### config.mk
export PLATFORM = sky130hd
export DESIGN_NAME = pipe_hazard_ctrl_flat
export DESIGN_NICKNAME = d
export VERILOG_FILES = /design/src/rtl/pipe_hazard_ctrl_if.sv /design/src/rtl/pipe_hazard_ctrl.sv /design/src/flat_wrapper.sv
export SDC_FILE = /design/constraint.sdc
export NUM_CORES = 1
export LEC_CHECK = 0
export ABC_AREA = 1
export ABC_CLOCK_PERIOD_IN_PS = 2500
export CORE_MARGIN = 5
export CORE_UTILIZATION = 39
export CTS_BUF_LIST = sky130_fd_sc_hd__clkbuf_4 sky130_fd_sc_hd__clkbuf_8 sky130_fd_sc_hd__clkbuf_16
export DETAILED_ROUTE_END_ITERATION = 8
export PLACE_DENSITY = 0.88
export SKIP_CTS_REPAIR_TIMING = 1
export SYNTH_ARGS = -nofsm -noshare
export SYNTH_HDL_FRONTEND = slang
export SYNTH_SLANG_ARGS = --single-unit
### constraint.sdc
create_clock -name CLK -period 2.5 [get_ports CLK]
set_clock_uncertainty 0.2 [all_clocks]
set_input_delay 0.25 -clock CLK [delete_from_list [all_inputs] [get_ports CLK]]
set_output_delay 0.25 -clock CLK [all_outputs]
set_load 0.005 [all_outputs]
### src/rtl/pipe_hazard_ctrl_if.sv
// Control bundle between the hazard controller and the 5-stage datapath.
// The datapath drives stage status in and receives latch enables/flushes and forwarded operands.
interface pipe_hazard_ctrl_if #(
  parameter int DATA_W = 32,
  parameter int REGS_W = 5,
  parameter int NRD    = 2,
  parameter int CNT_W  = 16
);
  logic                          ihit, dhit, id_valid;
  logic [NRD-1:0][REGS_W-1:0]    id_rsel, ex_rsel;
  logic [NRD-1:0][DATA_W-1:0]    ex_rdat;
  logic                          ex_dREN, ex_WEN, ex_halt, branch_taken;
  logic [REGS_W-1:0]             ex_wsel, mem_wsel, wb_wsel;
  logic                          mem_dREN, mem_dWEN, mem_WEN, wb_WEN;
  logic [DATA_W-1:0]             mem_port_o, wb_wdat;
  logic [NRD-1:0][DATA_W-1:0]    fwd_rdat;
  logic                          pc_en, ifid_en, ifid_flush, idex_en, idex_flush;
  logic                          exmem_en, memwb_en, halt;
  logic [CNT_W-1:0]              stall_cnt;

  modport slave (
    input  ihit, dhit, id_valid, id_rsel, ex_rsel, ex_rdat, ex_dREN, ex_WEN, ex_wsel,
           ex_halt, branch_taken, mem_dREN, mem_dWEN, mem_WEN, mem_wsel, mem_port_o,
           wb_WEN, wb_wsel, wb_wdat,
    output fwd_rdat, pc_en, ifid_en, ifid_flush, idex_en, idex_flush, exmem_en, memwb_en,
           halt, stall_cnt
  );

  modport master (
    output ihit, dhit, id_valid, id_rsel, ex_rsel, ex_rdat, ex_dREN, ex_WEN, ex_wsel,
           ex_halt, branch_taken, mem_dREN, mem_dWEN, mem_WEN, mem_wsel, mem_port_o,
           wb_WEN, wb_wsel, wb_wdat,
    input  fwd_rdat, pc_en, ifid_en, ifid_flush, idex_en, idex_flush, exmem_en, memwb_en,
           halt, stall_cnt
  );
endinterface

### src/rtl/pipe_hazard_ctrl.sv
// Hazard/forwarding/pipe-enable controller for the IF-ID-EX-MEM-WB core.
// One forwarding mux per read port; a RUN/DRAIN/HALTED FSM owns every latch enable.
module pipe_hazard_fwd #(
  parameter int DATA_W = 32,
  parameter int REGS_W = 5
)(
  input  logic [REGS_W-1:0] i_rsel,
  input  logic [DATA_W-1:0] i_rdat,
  input  logic              i_mem_fwd,
  input  logic [REGS_W-1:0] i_mem_wsel,
  input  logic [DATA_W-1:0] i_mem_dat,
  input  logic              i_wb_fwd,
  input  logic [REGS_W-1:0] i_wb_wsel,
  input  logic [DATA_W-1:0] i_wb_dat,
  output logic [DATA_W-1:0] o_rdat
);
  // Younger producer (MEM) wins over WB; r0 is hardwired zero.
  always_comb begin
    if (i_rsel == '0)                           o_rdat = '0;
    else if (i_mem_fwd && i_mem_wsel == i_rsel) o_rdat = i_mem_dat;
    else if (i_wb_fwd && i_wb_wsel == i_rsel)   o_rdat = i_wb_dat;
    else                                        o_rdat = i_rdat;
  end
endmodule

module pipe_hazard_ctrl #(
  parameter int DATA_W      = 32,
  parameter int REGS_W      = 5,
  parameter int NRD         = 2,
  parameter int BACK_STAGES = 2,
  parameter int CNT_W       = 16
)(
  input logic               CLK,
  input logic               RST,
  pipe_hazard_ctrl_if.slave bus
);
  localparam int DC_W = (BACK_STAGES > 1) ? $clog2(BACK_STAGES) : 1;

  typedef enum logic [1:0] {RUN, DRAIN, HALTED} state_t;

  state_t                    r_state, w_state_nxt;
  logic [DC_W-1:0]           r_drain_cnt;
  logic                      r_halt;
  logic [CNT_W-1:0]          r_stall_cnt;
  logic                      w_mem_req, w_back_go, w_rsel_hit, w_load_use;
  logic                      w_drain_last, w_cnt_inc;
  logic [NRD-1:0][DATA_W-1:0] w_fwd;

  for (genvar p = 0; p < NRD; p++) begin : g_fwd
    pipe_hazard_fwd #(.DATA_W(DATA_W), .REGS_W(REGS_W)) u_fwd (
      .i_rsel    (bus.ex_rsel[p]),
      .i_rdat    (bus.ex_rdat[p]),
      .i_mem_fwd (bus.mem_WEN && !bus.mem_dREN),
      .i_mem_wsel(bus.mem_wsel),
      .i_mem_dat (bus.mem_port_o),
      .i_wb_fwd  (bus.wb_WEN),
      .i_wb_wsel (bus.wb_wsel),
      .i_wb_dat  (bus.wb_wdat),
      .o_rdat    (w_fwd[p])
    );
  end
  assign bus.fwd_rdat = w_fwd;

  always_comb begin
    w_mem_req  = bus.mem_dREN | bus.mem_dWEN;
    w_back_go  = w_mem_req ? bus.dhit : bus.ihit;
    w_rsel_hit = 1'b0;
    for (int p = 0; p < NRD; p++)
      if (bus.id_rsel[p] == bus.ex_wsel) w_rsel_hit = 1'b1;
    w_load_use = bus.id_valid && bus.ex_dREN && bus.ex_WEN && (bus.ex_wsel != '0) && w_rsel_hit;
    w_drain_last = (r_drain_cnt == DC_W'(BACK_STAGES-1));
    // A load-use that loses to a taken branch never stalls, so it is not counted.
    w_cnt_inc  = (r_state == RUN) &&
                 ((w_mem_req && !bus.dhit) || (w_load_use && w_back_go && !bus.branch_taken));
  end

  always_ff @(posedge CLK) begin
    if (RST) begin
      r_state     <= RUN;
      r_drain_cnt <= '0;
      r_halt      <= 1'b0;
      r_stall_cnt <= '0;
    end else begin
      r_state <= w_state_nxt;
      if (r_state == RUN && w_state_nxt == DRAIN)  r_drain_cnt <= '0;
      else if (r_state == DRAIN && w_back_go)      r_drain_cnt <= r_drain_cnt + 1'b1;
      if (r_state == DRAIN && w_state_nxt == HALTED) r_halt <= 1'b1;
      if (w_cnt_inc && r_stall_cnt != '1)          r_stall_cnt <= r_stall_cnt + 1'b1;
    end
  end

  always_comb begin
    w_state_nxt = r_state;
    case (r_state)
      RUN:     if (bus.ex_halt && w_back_go && !bus.branch_taken) w_state_nxt = DRAIN;
      DRAIN:   if (w_back_go && w_drain_last)                     w_state_nxt = HALTED;
      HALTED:  w_state_nxt = HALTED;
      default: w_state_nxt = RUN;
    endcase
  end

  always_comb begin
    bus.pc_en      = 1'b0;
    bus.ifid_en    = 1'b0;
    bus.ifid_flush = 1'b0;
    bus.idex_en    = 1'b0;
    bus.idex_flush = 1'b0;
    bus.exmem_en   = 1'b0;
    bus.memwb_en   = 1'b0;
    if (!RST) begin
      case (r_state)
        RUN: begin
          bus.idex_en  = w_back_go;
          bus.exmem_en = w_back_go;
          bus.memwb_en = w_back_go;
          if (bus.branch_taken && w_back_go) begin
            bus.pc_en      = 1'b1;
            bus.ifid_flush = 1'b1;
            bus.idex_flush = 1'b1;
          end else if (w_load_use && w_back_go) begin
            bus.idex_flush = 1'b1;
          end else begin
            bus.pc_en      = bus.ihit && w_back_go;
            bus.ifid_en    = bus.ihit && w_back_go;
            bus.ifid_flush = w_back_go && !bus.ihit;
          end
        end
        DRAIN: begin
          // ID/EX loads bubbles behind the halt while the back end empties.
          bus.idex_en    = w_back_go;
          bus.idex_flush = w_back_go;
          bus.ifid_flush = w_back_go;
          bus.exmem_en   = w_back_go;
          bus.memwb_en   = w_back_go;
        end
        default: ;
      endcase
    end
  end

  assign bus.halt      = r_halt;
  assign bus.stall_cnt = r_stall_cnt;
endmodule

### src/flat_wrapper.sv
// flat-port wrapper written by rule: the top's interface ports become plain ports
module pipe_hazard_ctrl_flat 
#(
  parameter int DATA_W      = 32,
  parameter int REGS_W      = 5,
  parameter int NRD         = 2,
  parameter int BACK_STAGES = 2,
  parameter int CNT_W       = 16
)
  (CLK, RST, bus_ihit, bus_dhit, bus_id_valid, bus_id_rsel, bus_ex_rsel, bus_ex_rdat, bus_ex_dREN, bus_ex_WEN, bus_ex_wsel, bus_ex_halt, bus_branch_taken, bus_mem_dREN, bus_mem_dWEN, bus_mem_WEN, bus_mem_wsel, bus_mem_port_o, bus_wb_WEN, bus_wb_wsel, bus_wb_wdat, bus_fwd_rdat, bus_pc_en, bus_ifid_en, bus_ifid_flush, bus_idex_en, bus_idex_flush, bus_exmem_en, bus_memwb_en, bus_halt, bus_stall_cnt);
  pipe_hazard_ctrl_if #(.DATA_W(DATA_W), .REGS_W(REGS_W), .NRD(NRD), .CNT_W(CNT_W)) bus_i ();
  input logic CLK;
  input logic RST;
  input wire logic [$bits(bus_i.ihit)-1:0] bus_ihit;
  input wire logic [$bits(bus_i.dhit)-1:0] bus_dhit;
  input wire logic [$bits(bus_i.id_valid)-1:0] bus_id_valid;
  input wire logic [$bits(bus_i.id_rsel)-1:0] bus_id_rsel;
  input wire logic [$bits(bus_i.ex_rsel)-1:0] bus_ex_rsel;
  input wire logic [$bits(bus_i.ex_rdat)-1:0] bus_ex_rdat;
  input wire logic [$bits(bus_i.ex_dREN)-1:0] bus_ex_dREN;
  input wire logic [$bits(bus_i.ex_WEN)-1:0] bus_ex_WEN;
  input wire logic [$bits(bus_i.ex_wsel)-1:0] bus_ex_wsel;
  input wire logic [$bits(bus_i.ex_halt)-1:0] bus_ex_halt;
  input wire logic [$bits(bus_i.branch_taken)-1:0] bus_branch_taken;
  input wire logic [$bits(bus_i.mem_dREN)-1:0] bus_mem_dREN;
  input wire logic [$bits(bus_i.mem_dWEN)-1:0] bus_mem_dWEN;
  input wire logic [$bits(bus_i.mem_WEN)-1:0] bus_mem_WEN;
  input wire logic [$bits(bus_i.mem_wsel)-1:0] bus_mem_wsel;
  input wire logic [$bits(bus_i.mem_port_o)-1:0] bus_mem_port_o;
  input wire logic [$bits(bus_i.wb_WEN)-1:0] bus_wb_WEN;
  input wire logic [$bits(bus_i.wb_wsel)-1:0] bus_wb_wsel;
  input wire logic [$bits(bus_i.wb_wdat)-1:0] bus_wb_wdat;
  output wire logic [$bits(bus_i.fwd_rdat)-1:0] bus_fwd_rdat;
  output wire logic [$bits(bus_i.pc_en)-1:0] bus_pc_en;
  output wire logic [$bits(bus_i.ifid_en)-1:0] bus_ifid_en;
  output wire logic [$bits(bus_i.ifid_flush)-1:0] bus_ifid_flush;
  output wire logic [$bits(bus_i.idex_en)-1:0] bus_idex_en;
  output wire logic [$bits(bus_i.idex_flush)-1:0] bus_idex_flush;
  output wire logic [$bits(bus_i.exmem_en)-1:0] bus_exmem_en;
  output wire logic [$bits(bus_i.memwb_en)-1:0] bus_memwb_en;
  output wire logic [$bits(bus_i.halt)-1:0] bus_halt;
  output wire logic [$bits(bus_i.stall_cnt)-1:0] bus_stall_cnt;
  assign bus_i.ihit = bus_ihit;
  assign bus_i.dhit = bus_dhit;
  assign bus_i.id_valid = bus_id_valid;
  assign bus_i.id_rsel = bus_id_rsel;
  assign bus_i.ex_rsel = bus_ex_rsel;
  assign bus_i.ex_rdat = bus_ex_rdat;
  assign bus_i.ex_dREN = bus_ex_dREN;
  assign bus_i.ex_WEN = bus_ex_WEN;
  assign bus_i.ex_wsel = bus_ex_wsel;
  assign bus_i.ex_halt = bus_ex_halt;
  assign bus_i.branch_taken = bus_branch_taken;
  assign bus_i.mem_dREN = bus_mem_dREN;
  assign bus_i.mem_dWEN = bus_mem_dWEN;
  assign bus_i.mem_WEN = bus_mem_WEN;
  assign bus_i.mem_wsel = bus_mem_wsel;
  assign bus_i.mem_port_o = bus_mem_port_o;
  assign bus_i.wb_WEN = bus_wb_WEN;
  assign bus_i.wb_wsel = bus_wb_wsel;
  assign bus_i.wb_wdat = bus_wb_wdat;
  assign bus_fwd_rdat = bus_i.fwd_rdat;
  assign bus_pc_en = bus_i.pc_en;
  assign bus_ifid_en = bus_i.ifid_en;
  assign bus_ifid_flush = bus_i.ifid_flush;
  assign bus_idex_en = bus_i.idex_en;
  assign bus_idex_flush = bus_i.idex_flush;
  assign bus_exmem_en = bus_i.exmem_en;
  assign bus_memwb_en = bus_i.memwb_en;
  assign bus_halt = bus_i.halt;
  assign bus_stall_cnt = bus_i.stall_cnt;
  pipe_hazard_ctrl #(.DATA_W(DATA_W), .REGS_W(REGS_W), .NRD(NRD), .BACK_STAGES(BACK_STAGES), .CNT_W(CNT_W)) u_core (.CLK(CLK), .RST(RST), .bus(bus_i));
endmodule
==> impl_metrics.env <==
export IMPL_io_buffers=263
export IMPL_ys_ff_latch=20
export IMPL_core_mm2=0.00964
export IMPL_num_fill_cells=671
export IMPL_ant_nets=0
export IMPL_ctsHtreeMaxLevel=1
export IMPL_r2r_slack_ps=540
export IMPL_clock_latency_ps=260
export IMPL_critPathKind="input pin to primary output"
export IMPL_required_ps=2050
export IMPL_relSlewSlack=0.765
export IMPL_post_synth_top_count_cell="nand2_1"
export IMPL_synth_area_leaders="nand2_1 (20%), nand3_1 (17%), inv_1 (13%), nand4_1 (11%), dfxtp_1 (10%)"
export IMPL_whs_ps=282
export IMPL_p_leak_nw=4.35
export IMPL_grt_setup_unrepaired="true"
export IMPL_grt_max_degree=33
export IMPL_final_cells=1205
export IMPL_avgViaCountPerCell=5.49
export IMPL_die_y_um=109
export IMPL_ys_warn_count=0
export IMPL_grt_use_total=0.294
export IMPL_place_gp_congestion=0.965
export IMPL_cts_tree="done"
export IMPL_cts_sinks=20
export IMPL_drv_cap=0
export IMPL_ir_drop_uv=184
export IMPL_grt_pass1_wl_mm=27.9
export IMPL_synth_async_reset_ratio=0
export IMPL_critPathCaptureType="primary output"
export IMPL_vias=6614
export IMPL_final_net_count=1244
export IMPL_die_w_um=109
export IMPL_wl_met1_mm=7.78
export IMPL_cp_start_kind="input pin"
export IMPL_powerDensity_mw_per_mm2=225
export IMPL_setup_viol=4
export IMPL_areaGrowthSynthToFinish_pct=106
export IMPL_drt_wirelength_per_cell_um=18.5
export IMPL_drcViolationCount=0
export IMPL_wl_met3_mm=2.83
export IMPL_crit_reg2reg_launch="u_core.bus.stall_cnt[0]"
export IMPL_synth_seq_area_share=0.105
export IMPL_status="finished with violations"
export IMPL_syn_avg_cell_area_um2=4.99
export IMPL_violations="setup timing"
export IMPL_dp_cells=1155
export IMPL_routed_top_layer="met4"
export IMPL_place_ws_ps=-308
export IMPL_rows=36
export IMPL_drt_first_pass_iters=6
export IMPL_rr_worst_depth=8
export IMPL_fin_crit_sh=1.02
export IMPL_syn_nets=942
export IMPL_pin_count=264
export IMPL_path_clk_slew_ps=80
export IMPL_hpwl_mm=14.5
export IMPL_fin_ws_ps=-46.3
export IMPL_yosys_cell_types_count=34
export IMPL_cts_root_buf="clkbuf_8"
export IMPL_synth_largest_area_cell="nand2_1"
export IMPL_synth_edf_count=0
export IMPL_yosys_top_cells_count="nand2_1 (204), inv_1 (137), nand3_1 (126), nand4_1 (66), nor2_1 (54)"
export IMPL_hold_viol_final=0
export IMPL_regToRegEndpoint="u_core.bus.stall_cnt[10]"
export IMPL_wl_mm=22.4
export IMPL_synthesis_area_mm2=0.00382
export IMPL_design_power_total_mw=1.77
export IMPL_cp_data_arrival_time_ps=2100
export IMPL_fmaxAchievable_mhz=393
export IMPL_first_global_vias=5544
export IMPL_grt_remaining_overflow=0
export IMPL_cts_buffers=3
export IMPL_hold_path_class="flip-flop to flip-flop"
export IMPL_drt_iter0_markers=561
export IMPL_clock_path_buffers=2
export IMPL_met2_length_mm=10.4
export IMPL_antenna_found_initial=3
export IMPL_drive_above_1_share=0.142
export IMPL_initial_core_util=0.396
export IMPL_die_area_mm2=0.0119
export IMPL_synthCells=765
export IMPL_crit_path_start="bus_ex_rsel[0]"
export IMPL_drv_slew=0
export IMPL_critPathMaxFanout=10
export IMPL_yosys_area_top_type_share=0.201
export IMPL_period_minus_slack_ps=2550
export IMPL_endpoint="bus_fwd_rdat[31]"
export IMPL_worst_slew_pin_slew_ps=351
export IMPL_ys_flop_type="dfxtp_1"
[kinds of logic after synthesis]
kind of cell,count (synthesis),share of synthesized area
DFF,20,0.105
AOI/OAI and AO/OA,67,0.101
xor gates and xnor gates,7,0.0161
buffers and inverters,196,0.206
and+or+nand+nor,474,0.568
adders and majority gates,1,0.00328
[through the flow]
step	setup TNS (ps)	util	cell area (um2)
after global routing	-790	0.813	7840
after detailed placement	-16700	0.707	6810
final	-115	0.814	7850
after global placement	-15670	0.707	6810
after floorplan	0	-	3820
after CTS	-17570	0.714	6880
[sequential cells by signal, indices dropped and copies added, names as in the netlist]
signal and cells:
u_core.bus.stall_cnt 16, u_core.r_drain_cnt 1, u_core.r_state 2, u_core.bus.halt 1
[worst max-delay path: stages]
cell and delay, ps:
clkbuf_2 130, xor2_2 200, a211oi_4 260, nand3_4 240
inv_8 170, clkbuf_16 180, nand2_1 70, nand3_1 100
inv_1 50, clkdlybuf4s50_1 460
[worst min path at each step]
stage | cells after the start | slack (ps) | endpoint | from
after floorplan | 2 | 240 | u_core.r_state[0] | bus_ex_halt
after global placement | 2 | 250 | u_core.bus.halt | u_core.bus.halt
after detailed placement | 2 | 260 | u_core.bus.halt | u_core.bus.halt
after CTS | 2 | 280 | u_core.bus.halt | u_core.bus.halt
after global routing | 2 | 300 | u_core.bus.halt | u_core.bus.halt
final | 2 | 280 | u_core.bus.halt | u_core.bus.halt
[cell usage in the layout (no fill, tap or decap), types with 2 or more instances in the layout]
| cell type | synthesis | layout |
|---|---|---|
| inv_2 | 9 | 12 |
| diode_2 | 0 | 6 |
| nor3_2 | 1 | 4 |
| buf_4 | 3 | 33 |
| o22ai_2 | 0 | 4 |
| nand3_1 | 126 | 121 |
| buf_8 | 0 | 4 |
| clkbuf_8 | 0 | 3 |
| nor2_1 | 54 | 50 |
| nor3_1 | 11 | 8 |
| a221oi_4 | 1 | 2 |
| nand4_1 | 66 | 66 |
| inv_1 | 137 | 132 |
| clkbuf_16 | 0 | 10 |
| dfxtp_1 | 20 | 20 |
| nand3_4 | 0 | 4 |
| xnor2_1 | 2 | 2 |
| a21oi_1 | 52 | 48 |
| dlymetal6s2s_1 | 0 | 56 |
| nand2_1 | 204 | 201 |
| clkdlybuf4s50_1 | 0 | 200 |
| xor2_1 | 5 | 4 |
| o22ai_1 | 6 | 2 |
| o21ai_2 | 0 | 2 |
| a21oi_2 | 1 | 4 |
| nor2_2 | 4 | 6 |
| buf_2 | 33 | 2 |
| buf_12 | 0 | 11 |
| nand2_2 | 1 | 3 |
| nand3_2 | 1 | 2 |
| nor2_4 | 0 | 2 |
| buf_6 | 0 | 23 |
| clkbuf_2 | 0 | 7 |
[per-layer routing]
layer / vias up / GRT usage
li1: 3077 / -
met1: 2880 / 0.354
met2: 518 / 0.514
met3: 139 / 0.0722
met4: 0 / 0.0902
met5: - / 0
[final cells by class]
cell class | instances | area (um2) | share of cell area
antenna | 6 | 15.0 | 0.00191
clock inverter | 1 | 30.0 | 0.00383
multi-input combinational | 549 | 2850 | 0.363
clock buffer | 3 | 41.3 | 0.00526
inverter | 147 | 564 | 0.0719
sequential | 20 | 400 | 0.0510
tap | 133 | 166 | 0.0212
timing repair buffer | 346 | 3780 | 0.482
[power breakdown]
part | switching, mW | internal, mW
Combinational | 0.496 | 0.612
Sequential | 0.00515 | 0.324
Clock | 0.114 | 0.214
No activity file was read; power rests on OpenSTA's default activity.
